$ cat config.mk
export PLATFORM = sky130hd
export DESIGN_NAME = kernel_stream_sink
export DESIGN_NICKNAME = d
export VERILOG_FILES = /design/src/rtl/kernel_stream_pkg.sv /design/src/rtl/stream_sync_fifo.sv /design/src/rtl/kernel_stream_sink.sv
export SDC_FILE = /design/constraint.sdc
export NUM_CORES = 1
export LEC_CHECK = 0
export ABC_AREA = 1
export BUFFER_PORTS_ARGS = -buffer_cell sky130_fd_sc_hd__buf_4
export CELL_PAD_IN_SITES_DETAIL_PLACEMENT = 0
export CELL_PAD_IN_SITES_GLOBAL_PLACEMENT = 1
export CORE_ASPECT_RATIO = 1.25
export CORE_MARGIN = 4
export CORE_UTILIZATION = 51
export CTS_CLUSTER_DIAMETER = 100
export CTS_CLUSTER_SIZE = 28
export DETAILED_ROUTE_END_ITERATION = 7
export HOLD_SLACK_MARGIN = 0.1
export PLACE_DENSITY = 0.89
export SLEW_MARGIN = 20
export SYNTH_ARGS = -nofsm -noshare
export SYNTH_HDL_FRONTEND = slang
export SYNTH_SLANG_ARGS = --single-unit
$ cat constraint.sdc
create_clock -name clk -period 7.8 [get_ports clk]
set_clock_uncertainty 0.15 [all_clocks]
set_input_delay 1.56 -clock clk [delete_from_list [all_inputs] [get_ports clk]]
set_output_delay 1.56 -clock clk [all_outputs]
set_load 0.01 [all_outputs]
$ cat src/rtl/kernel_stream_pkg.sv
// kernel_stream_pkg: shared types and helpers for the kernel stream sink.
package kernel_stream_pkg;
    localparam int STREAMW_DEF = 32;

    typedef struct packed {
        logic                   valid;
        logic [STREAMW_DEF-1:0] data;
    } beat_t;

    function automatic int clog2(input int n);
        int r = 0;
        for (int v = n - 1; v > 0; v = v >> 1) r++;
        return r;
    endfunction
endpackage

$ cat src/rtl/stream_sync_fifo.sv
// stream_sync_fifo: show-ahead synchronous FIFO with occupancy output.
module stream_sync_fifo
    import kernel_stream_pkg::*;
#(
    parameter int W     = STREAMW_DEF,
    parameter int DEPTH = 8,
    parameter int AW    = clog2(DEPTH)
) (
    input  logic         clk,
    input  logic         rstn,
    input  logic         push,
    input  logic         pop,
    input  logic [W-1:0] din,
    output logic [W-1:0] dout,
    output logic         full,
    output logic         empty,
    output logic [AW:0]  occ
);
    localparam logic [AW:0] ONE = (AW+1)'(1);

    logic [W-1:0] mem [DEPTH];
    logic [AW:0]  wr_ptr, rd_ptr;

    always_ff @(posedge clk or negedge rstn) begin
        if (!rstn) begin
            wr_ptr <= '0;
            rd_ptr <= '0;
        end else begin
            if (push) wr_ptr <= wr_ptr + ONE;
            if (pop)  rd_ptr <= rd_ptr + ONE;
        end
    end

    always_ff @(posedge clk) begin
        if (push) mem[wr_ptr[AW-1:0]] <= din;
    end

    // Head is masked while empty so stale storage never shows on the drain port.
    assign empty = wr_ptr == rd_ptr;
    assign full  = (wr_ptr[AW] != rd_ptr[AW]) && (wr_ptr[AW-1:0] == rd_ptr[AW-1:0]);
    assign occ   = wr_ptr - rd_ptr;
    assign dout  = empty ? '0 : mem[rd_ptr[AW-1:0]];
endmodule

$ cat src/rtl/kernel_stream_sink.sv
// kernel_stream_sink: buffers a kernel's latency-1 output stream for a drain port
// and keeps run statistics (count, checksum, done, overflow).
module kernel_stream_sink
    import kernel_stream_pkg::*;
#(
    parameter int STREAMW = STREAMW_DEF,
    parameter int DEPTH   = 8,
    parameter int AW      = 3,
    parameter int NWORDS  = 1024,
    parameter int CNTW    = 32
) (
    input  logic               clk,
    input  logic               rstn,
    input  logic               ivalid,
    input  logic [STREAMW-1:0] in1_s0,
    output logic               iready,
    output logic               ovalid,
    output logic [STREAMW-1:0] out1_s0,
    input  logic               oready,
    input  logic               start,
    output logic [CNTW-1:0]    count,
    output logic [STREAMW-1:0] checksum,
    output logic               done,
    output logic               overflow
);
    logic               full, empty, pop, push, drop;
    logic [AW:0]        occ, occ_next;
    logic [CNTW-1:0]    cnt_next;
    logic [STREAMW-1:0] cs_next;

    stream_sync_fifo #(.W(STREAMW), .DEPTH(DEPTH), .AW(AW)) u_fifo (
        .clk   (clk),
        .rstn  (rstn),
        .push  (push),
        .pop   (pop),
        .din   (in1_s0),
        .dout  (out1_s0),
        .full  (full),
        .empty (empty),
        .occ   (occ)
    );

    // Upstream ignores iready for one cycle, so a full FIFO can only take a beat if it drains.
    assign ovalid   = !empty;
    assign pop      = ovalid && oready;
    assign push     = ivalid && (!full || pop);
    assign drop     = ivalid && full && !pop;
    assign occ_next = occ + (AW+1)'(push) - (AW+1)'(pop);
    assign cnt_next = (start ? '0 : count) + CNTW'(push);
    assign cs_next  = (start ? '0 : checksum) + (push ? in1_s0 : '0);

    always_ff @(posedge clk or negedge rstn) begin
        if (!rstn) begin
            iready   <= 1'b0;
            count    <= '0;
            checksum <= '0;
            done     <= 1'b0;
            overflow <= 1'b0;
        end else begin
            iready   <= (occ_next <= (AW+1)'(DEPTH - 2));
            count    <= cnt_next;
            checksum <= cs_next;
            done     <= (!start && done) || (push && cnt_next == CNTW'(NWORDS));
            overflow <= (!start && overflow) || drop;
        end
    end
endmodule

==> results of run 1 <==
[final timing paths]
kind / start / slack, ns / endpoint / cells after the start
setup reg to reg: u_fifo.rd_ptr[0] / 2.74 / checksum[31] / 18
min in group asynchronous: rstn / 0.77 / count[23] / 1
max in group asynchronous: rstn / 5.60 / u_fifo.rd_ptr[0] / 2
hold / removal: u_fifo.wr_ptr[3] / 0.36 / u_fifo.wr_ptr[3] / 1
hold reg to reg: u_fifo.wr_ptr[3] / 0.36 / u_fifo.wr_ptr[3] / 1
setup / recovery: u_fifo.rd_ptr[0] / 2.27 / out1_s0[2] / 8
[state kept, by name, summed over array words and instances (netlist names)]
signal and cells:
checksum 32, u_fifo.mem 256, count 32, u_fifo.wr_ptr 4
overflow 1, iready 1, done 1, u_fifo.rd_ptr 4
[routing by layer]
metal  vias up  share of wire
met5         -              0
met4         0          0.024
met3        48          0.054
met2       324           0.49
met1      5454           0.43
li1       5584              -
[worst max-delay path, stage by stage (launching register included)]
cell      delay (ns)
dfrtp_4         0.88
clkinv_2        0.71
nand2_1         0.20
nand2_1         0.08
nor2_2          0.19
nand3_2         0.66
o21ai_0         0.32
a31oi_1         0.09
buf_4           0.19
[cell usage after synthesis (8+ instances only)]
master / number / area (um^2)
nor2_1: 346 / 1300
edfxtp_1: 256 / 7690
o21ai_0: 192 / 961
nand2_1: 188 / 706
inv_1: 163 / 612
dfrtp_1: 75 / 1880
clkbuf_1: 51 / 191
nand3_1: 44 / 220
ha_1: 38 / 475
a31oi_1: 37 / 231
o22ai_1: 32 / 200
a21oi_1: 30 / 150
xor2_1: 30 / 263
nor2_2: 20 / 125
xnor2_1: 16 / 140
nand2_2: 10 / 62.6
nand3b_1: 8 / 60.1
nor3_1: 8 / 40.0
[logic make-up after synthesis]
family,share of synthesized area
adder cells (fa/ha/maj),0.0352
XOR/XNOR,0.0255
buffers and inverters,0.0575
flip-flops,0.605
AND/OR/NAND/NOR,0.171
AO/OA/AOI/OAI,0.106
[layout make-up]
cell class              instances  area share
inverters                     168      0.0359
well taps                     401      0.0285
flip-flops and latches        331       0.543
repair buffers                151      0.0643
diodes                          1    0.000142
clock buffers                  24      0.0232
multi-input cells            1039       0.304
clock inverters                 1    0.000426
[per-stage QoR]
step	setup slack, ns	utilization
6_report	2.27	0.582
5_1_grt	1.95	0.582
4_1_cts	2.21	0.582
3_5_place_dp	2.78	0.568
3_3_place_gp	2.85	0.568
2_1_floorplan	3.53	-
[layout by cell type (no fill, tap or decap), types with 37 or more instances in the layout]
cell type,n
buf_4,151
nand2_1,188
o21ai_0,192
nor2_1,338
inv_1,161
dfrtp_1,73
ha_1,38
nand3_1,43
a31oi_1,37
edfxtp_1,256
[report_power, final]
part	total, uW	internal, uW	switching, uW
logic	2350	879	1470
clock network	884	368	515
registers	2410	2220	186
==> flow_metrics.py, run 1 <==
metrics = {
    "synth": {
        "syn_nets": 1680,
        "syn_area_mm2": 0.0158,
        "synth_cells": 1601,
        "synth_cell_types": 40,
        "ys.warnings.count": 0,
        "ys_seq_elements": 331,
        "synth-async-reset-ratio": 0.227,
        "synth_edf_count": 256,
        "synth_sequential_area_ratio": 0.605,
        "avgSynthCellArea_um2": 9.87,
        "synth_ff_type": "edfxtp_1",
    },
    "drt": {
        "avgRoutedWirePerCell_um": 18.0,
        "drt-vias-per-instance": 5.39,
        "first_iter_violations": 894,
        "detail_route.first_pass.iterations": 5,
        "vias": 11400,
        "route.detailed.drc": 0,
        "wirelength_um": 38000,
        "ant_nets": 0,
    },
    "final_layout": {
        "fill_cells": 2598,
        "final_area_mm2": 0.0176,
        "area_growth_pct": 11.5,
        "layout.nets": 1785,
        "final_cells": 2116,
        "multi_input_area_mm2": 0.00537,
        "register_area_mm2": 0.00957,
        "drive_above_1_share": 0.132,
    },
    "timing": {
        "setup_tns_ns": 0,
        "holdWs_ns": 0.356,
        "tightest_slew_ns": 0.898,
        "fin_crit_sh": 0.709,
        "min_period_ns": 5.53,
        "drv_slew": 0,
        "max_freq_mhz": 181,
        "finalHoldViolations": 0,
        "relSlewSlack": 0.400,
        "rsz0062_at_grt": "no",
        "setup-violations-final": 0,
    },
    "grt": {
        "grt_max_degree": 85,
        "grt_pass1_vias": 11100,
        "grt_usage": 0.224,
        "grt_pass1_wl_um": 59500,
        "use_met3": 0.0241,
        "gr-max-usage-layer": "met2",
        "gr-usage-met2": 0.379,
        "antenna_found_initial": 1,
        "grt.overflow.total": 0,
        "use_met1": 0.313,
    },
    "status": {
        "status": "finished, final reports clean",
    },
    "clock_network": {
        "cts_tree": "yes",
        "clock_sinks": 331,
        "clk_latency_ns": 0.50,
        "clk_pin_slew_ns": 0.11,
        "ctsResizeCount": 0,
        "numCtsBuffers": 15,
        "cts_root_buffer": "clkbuf_16",
        "h-tree-depth": 1,
        "post-cts-setup-buffers": 0,
        "cts_buffer_depth": 3,
        "postCtsHoldBufs": 0,
    },
    "place": {
        "dp.cells": 2090,
        "dp_hpwl_um": 25600,
        "portBuffers": 136,
        "placed_area_mm2": 0.0172,
        "gp_congestion": 0.873,
    },
    "setup_path": {
        "start_kind": "flop",
        "critical_path_class": "flop to output pin",
        "crit_fanout": 67,
        "crit_arrival_ns": 3.82,
        "cp-end-kind": "output pin",
        "worstPathRequired_ns": 6.09,
    },
    "power": {
        "power.density_mw_per_mm2": 320,
        "peakVddDrop_v": 0.000212,
        "power_uw": 5640,
        "p_leak_uw": 0.00710,
    },
    "die": {
        "dieHeight_um": 205,
        "rows": 71,
        "start_util": 0.521,
        "core_area_mm2": 0.0303,
        "fp.dieW_um": 165,
        "die_area_mm2": 0.0339,
        "pin_count": 137,
    },
    "job": {
        "maxCapViolCount": 0,
    },
    "worst_hold_path": {
        "hold_path_class": "flop to flop",
    },
}
Note: power is estimated with default switching activity, not from simulation.
==> run 2, diff against run 1 <==
CORE_UTILIZATION = 42   (was 51)
PLACE_DENSITY = 0.79   (was 0.89)
clock period = 5 ns   (was 7.8 ns; I/O delays follow)
==> flow_metrics.py, run 2 (synthesis gave the netlist of run 1 again) <==
metrics = {
    "die": {
        "rows": 79,
        "fp.dieW_um": 181,
        "core_area_mm2": 0.0372,
        "dieHeight_um": 225,
        "die_area_mm2": 0.0408,
        "pin_count": 137,
        "start_util": 0.425,
    },
    "drt": {
        "ant_nets": 0,
        "drt-vias-per-instance": 5.24,
        "avgRoutedWirePerCell_um": 18.6,
        "vias": 11600,
        "route.detailed.drc": 0,
        "wirelength_um": 41000,
        "first_iter_violations": 650,
        "detail_route.first_pass.iterations": 7,
    },
    "final_layout": {
        "layout_common_cells": "nor2_1, edfxtp_1, o21ai_0",
        "multi_input_area_mm2": 0.00537,
        "fill_cells": 3554,
        "layout.nets": 1791,
        "drive_above_1_share": 0.136,
        "final_area_mm2": 0.0179,
        "num_antenna_cells": 0,
        "register_area_mm2": 0.00957,
        "final_common_cell": "nor2_1",
        "area_growth_pct": 13.1,
        "largest_reg_flops": 256,
    },
    "setup_path": {
        "worstPathRequired_ns": 3.85,
        "critical_path_class": "flop to output pin",
        "crit_fanout": 57,
        "cp-end-kind": "output pin",
        "start_kind": "flop",
        "crit_arrival_ns": 3.03,
        "r2r_setup_slack_ns": 1.07,
    },
    "power": {
        "power_uw": 9020,
        "power.density_mw_per_mm2": 505,
        "peakVddDrop_v": 0.000340,
        "p_leak_uw": 0.00717,
    },
    "status": {
        "status": "finished, final reports clean",
    },
    "grt": {
        "grt.overflow.total": 0,
        "grt_max_degree": 104,
        "grt_pass1_wl_um": 64300,
        "antenna_found_initial": 0,
        "grt_usage": 0.197,
        "grt_pass1_vias": 11800,
    },
    "clock_network": {
        "clk_latency_ns": 0.52,
        "ctsResizeCount": 0,
        "numCtsBuffers": 16,
        "clk_pin_slew_ns": 0.12,
        "h-tree-depth": 1,
        "cts_tree": "yes",
        "clock_sinks": 331,
        "post-cts-setup-buffers": 0,
        "postCtsHoldBufs": 0,
        "cts_root_buffer": "clkbuf_16",
        "cts_buffer_depth": 3,
    },
    "worst_hold_path": {
        "hold_path_class": "input port to async pin",
    },
    "timing": {
        "min_period_ns": 4.18,
        "tightest_slew_ns": 0.870,
        "relSlewSlack": 0.418,
        "drv_slew": 0,
        "setup-violations-final": 0,
        "max_freq_mhz": 239,
        "holdWs_ns": 0.329,
        "finalHoldViolations": 0,
        "setup_tns_ns": 0,
        "fin_crit_sh": 0.837,
        "rsz0062_at_grt": "no",
    },
    "place": {
        "portBuffers": 136,
        "placed_area_mm2": 0.0173,
        "gp_congestion": 0.920,
        "dp_hpwl_um": 27900,
    },
    "job": {
        "maxCapViolCount": 0,
    },
}
## run 2: power breakdown
group	leakage (uW)	switching, uW	internal, uW
clock	0.000238	868	657
sequential	0.00330	248	3470
combinational	0.00363	2390	1390
total	0.00717	3510	5520
## run 2: path summary, 6_finish.rpt
check	start	end	cells after the start
worst max-delay path	u_fifo.rd_ptr[0]	out1_s0[3]	7
worst min-delay path	rstn	count[4]	1
worst max register to register	u_fifo.wr_ptr[2]	checksum[22]	16
worst min register to register	overflow	overflow	2
max in group asynchronous	rstn	u_fifo.rd_ptr[0]	1
min in group clk	overflow	overflow	2
## run 2: final cells by class
| cell class | count | area share |
|---|---|---|
| clock buffers | 25 | 0.0255 |
| clock inverters | 3 | 0.00231 |
| inverters | 168 | 0.0353 |
| multi-input cells | 1039 | 0.301 |
| flip-flops and latches | 331 | 0.536 |
| well taps | 486 | 0.0340 |
| repair buffers | 156 | 0.0665 |
## run 2: critical path, stage by stage, from the launching register on
cell and delay, ns:
dfrtp_4 0.66, buf_4 0.52, buf_12 0.31, o21ai_0 0.14, o22ai_1 0.22, o21ai_0 0.09
a31oi_1 0.33, buf_4 0.19
## run 2: routing by layer
metal | global-route usage | vias to the layer above | wire length, um
met5 | 0 | - | 0
met4 | 0.0613 | 0 | 1220
met3 | 0.0302 | 65 | 2070
met2 | 0.360 | 305 | 21200
met1 | 0.241 | 5591 | 16600
li1 | - | 5598 | -
## run 2: metrics by stage
stage | instances | setup WS, ns | util
2_1_floorplan | 1601 | 1.29 | -
3_3_place_gp | 2179 | 0.715 | 0.467
3_5_place_dp | 2179 | 0.649 | 0.467
4_1_cts | 2207 | 0.622 | 0.480
5_1_grt | 2208 | 0.582 | 0.481
6_report | 2208 | 0.817 | 0.481
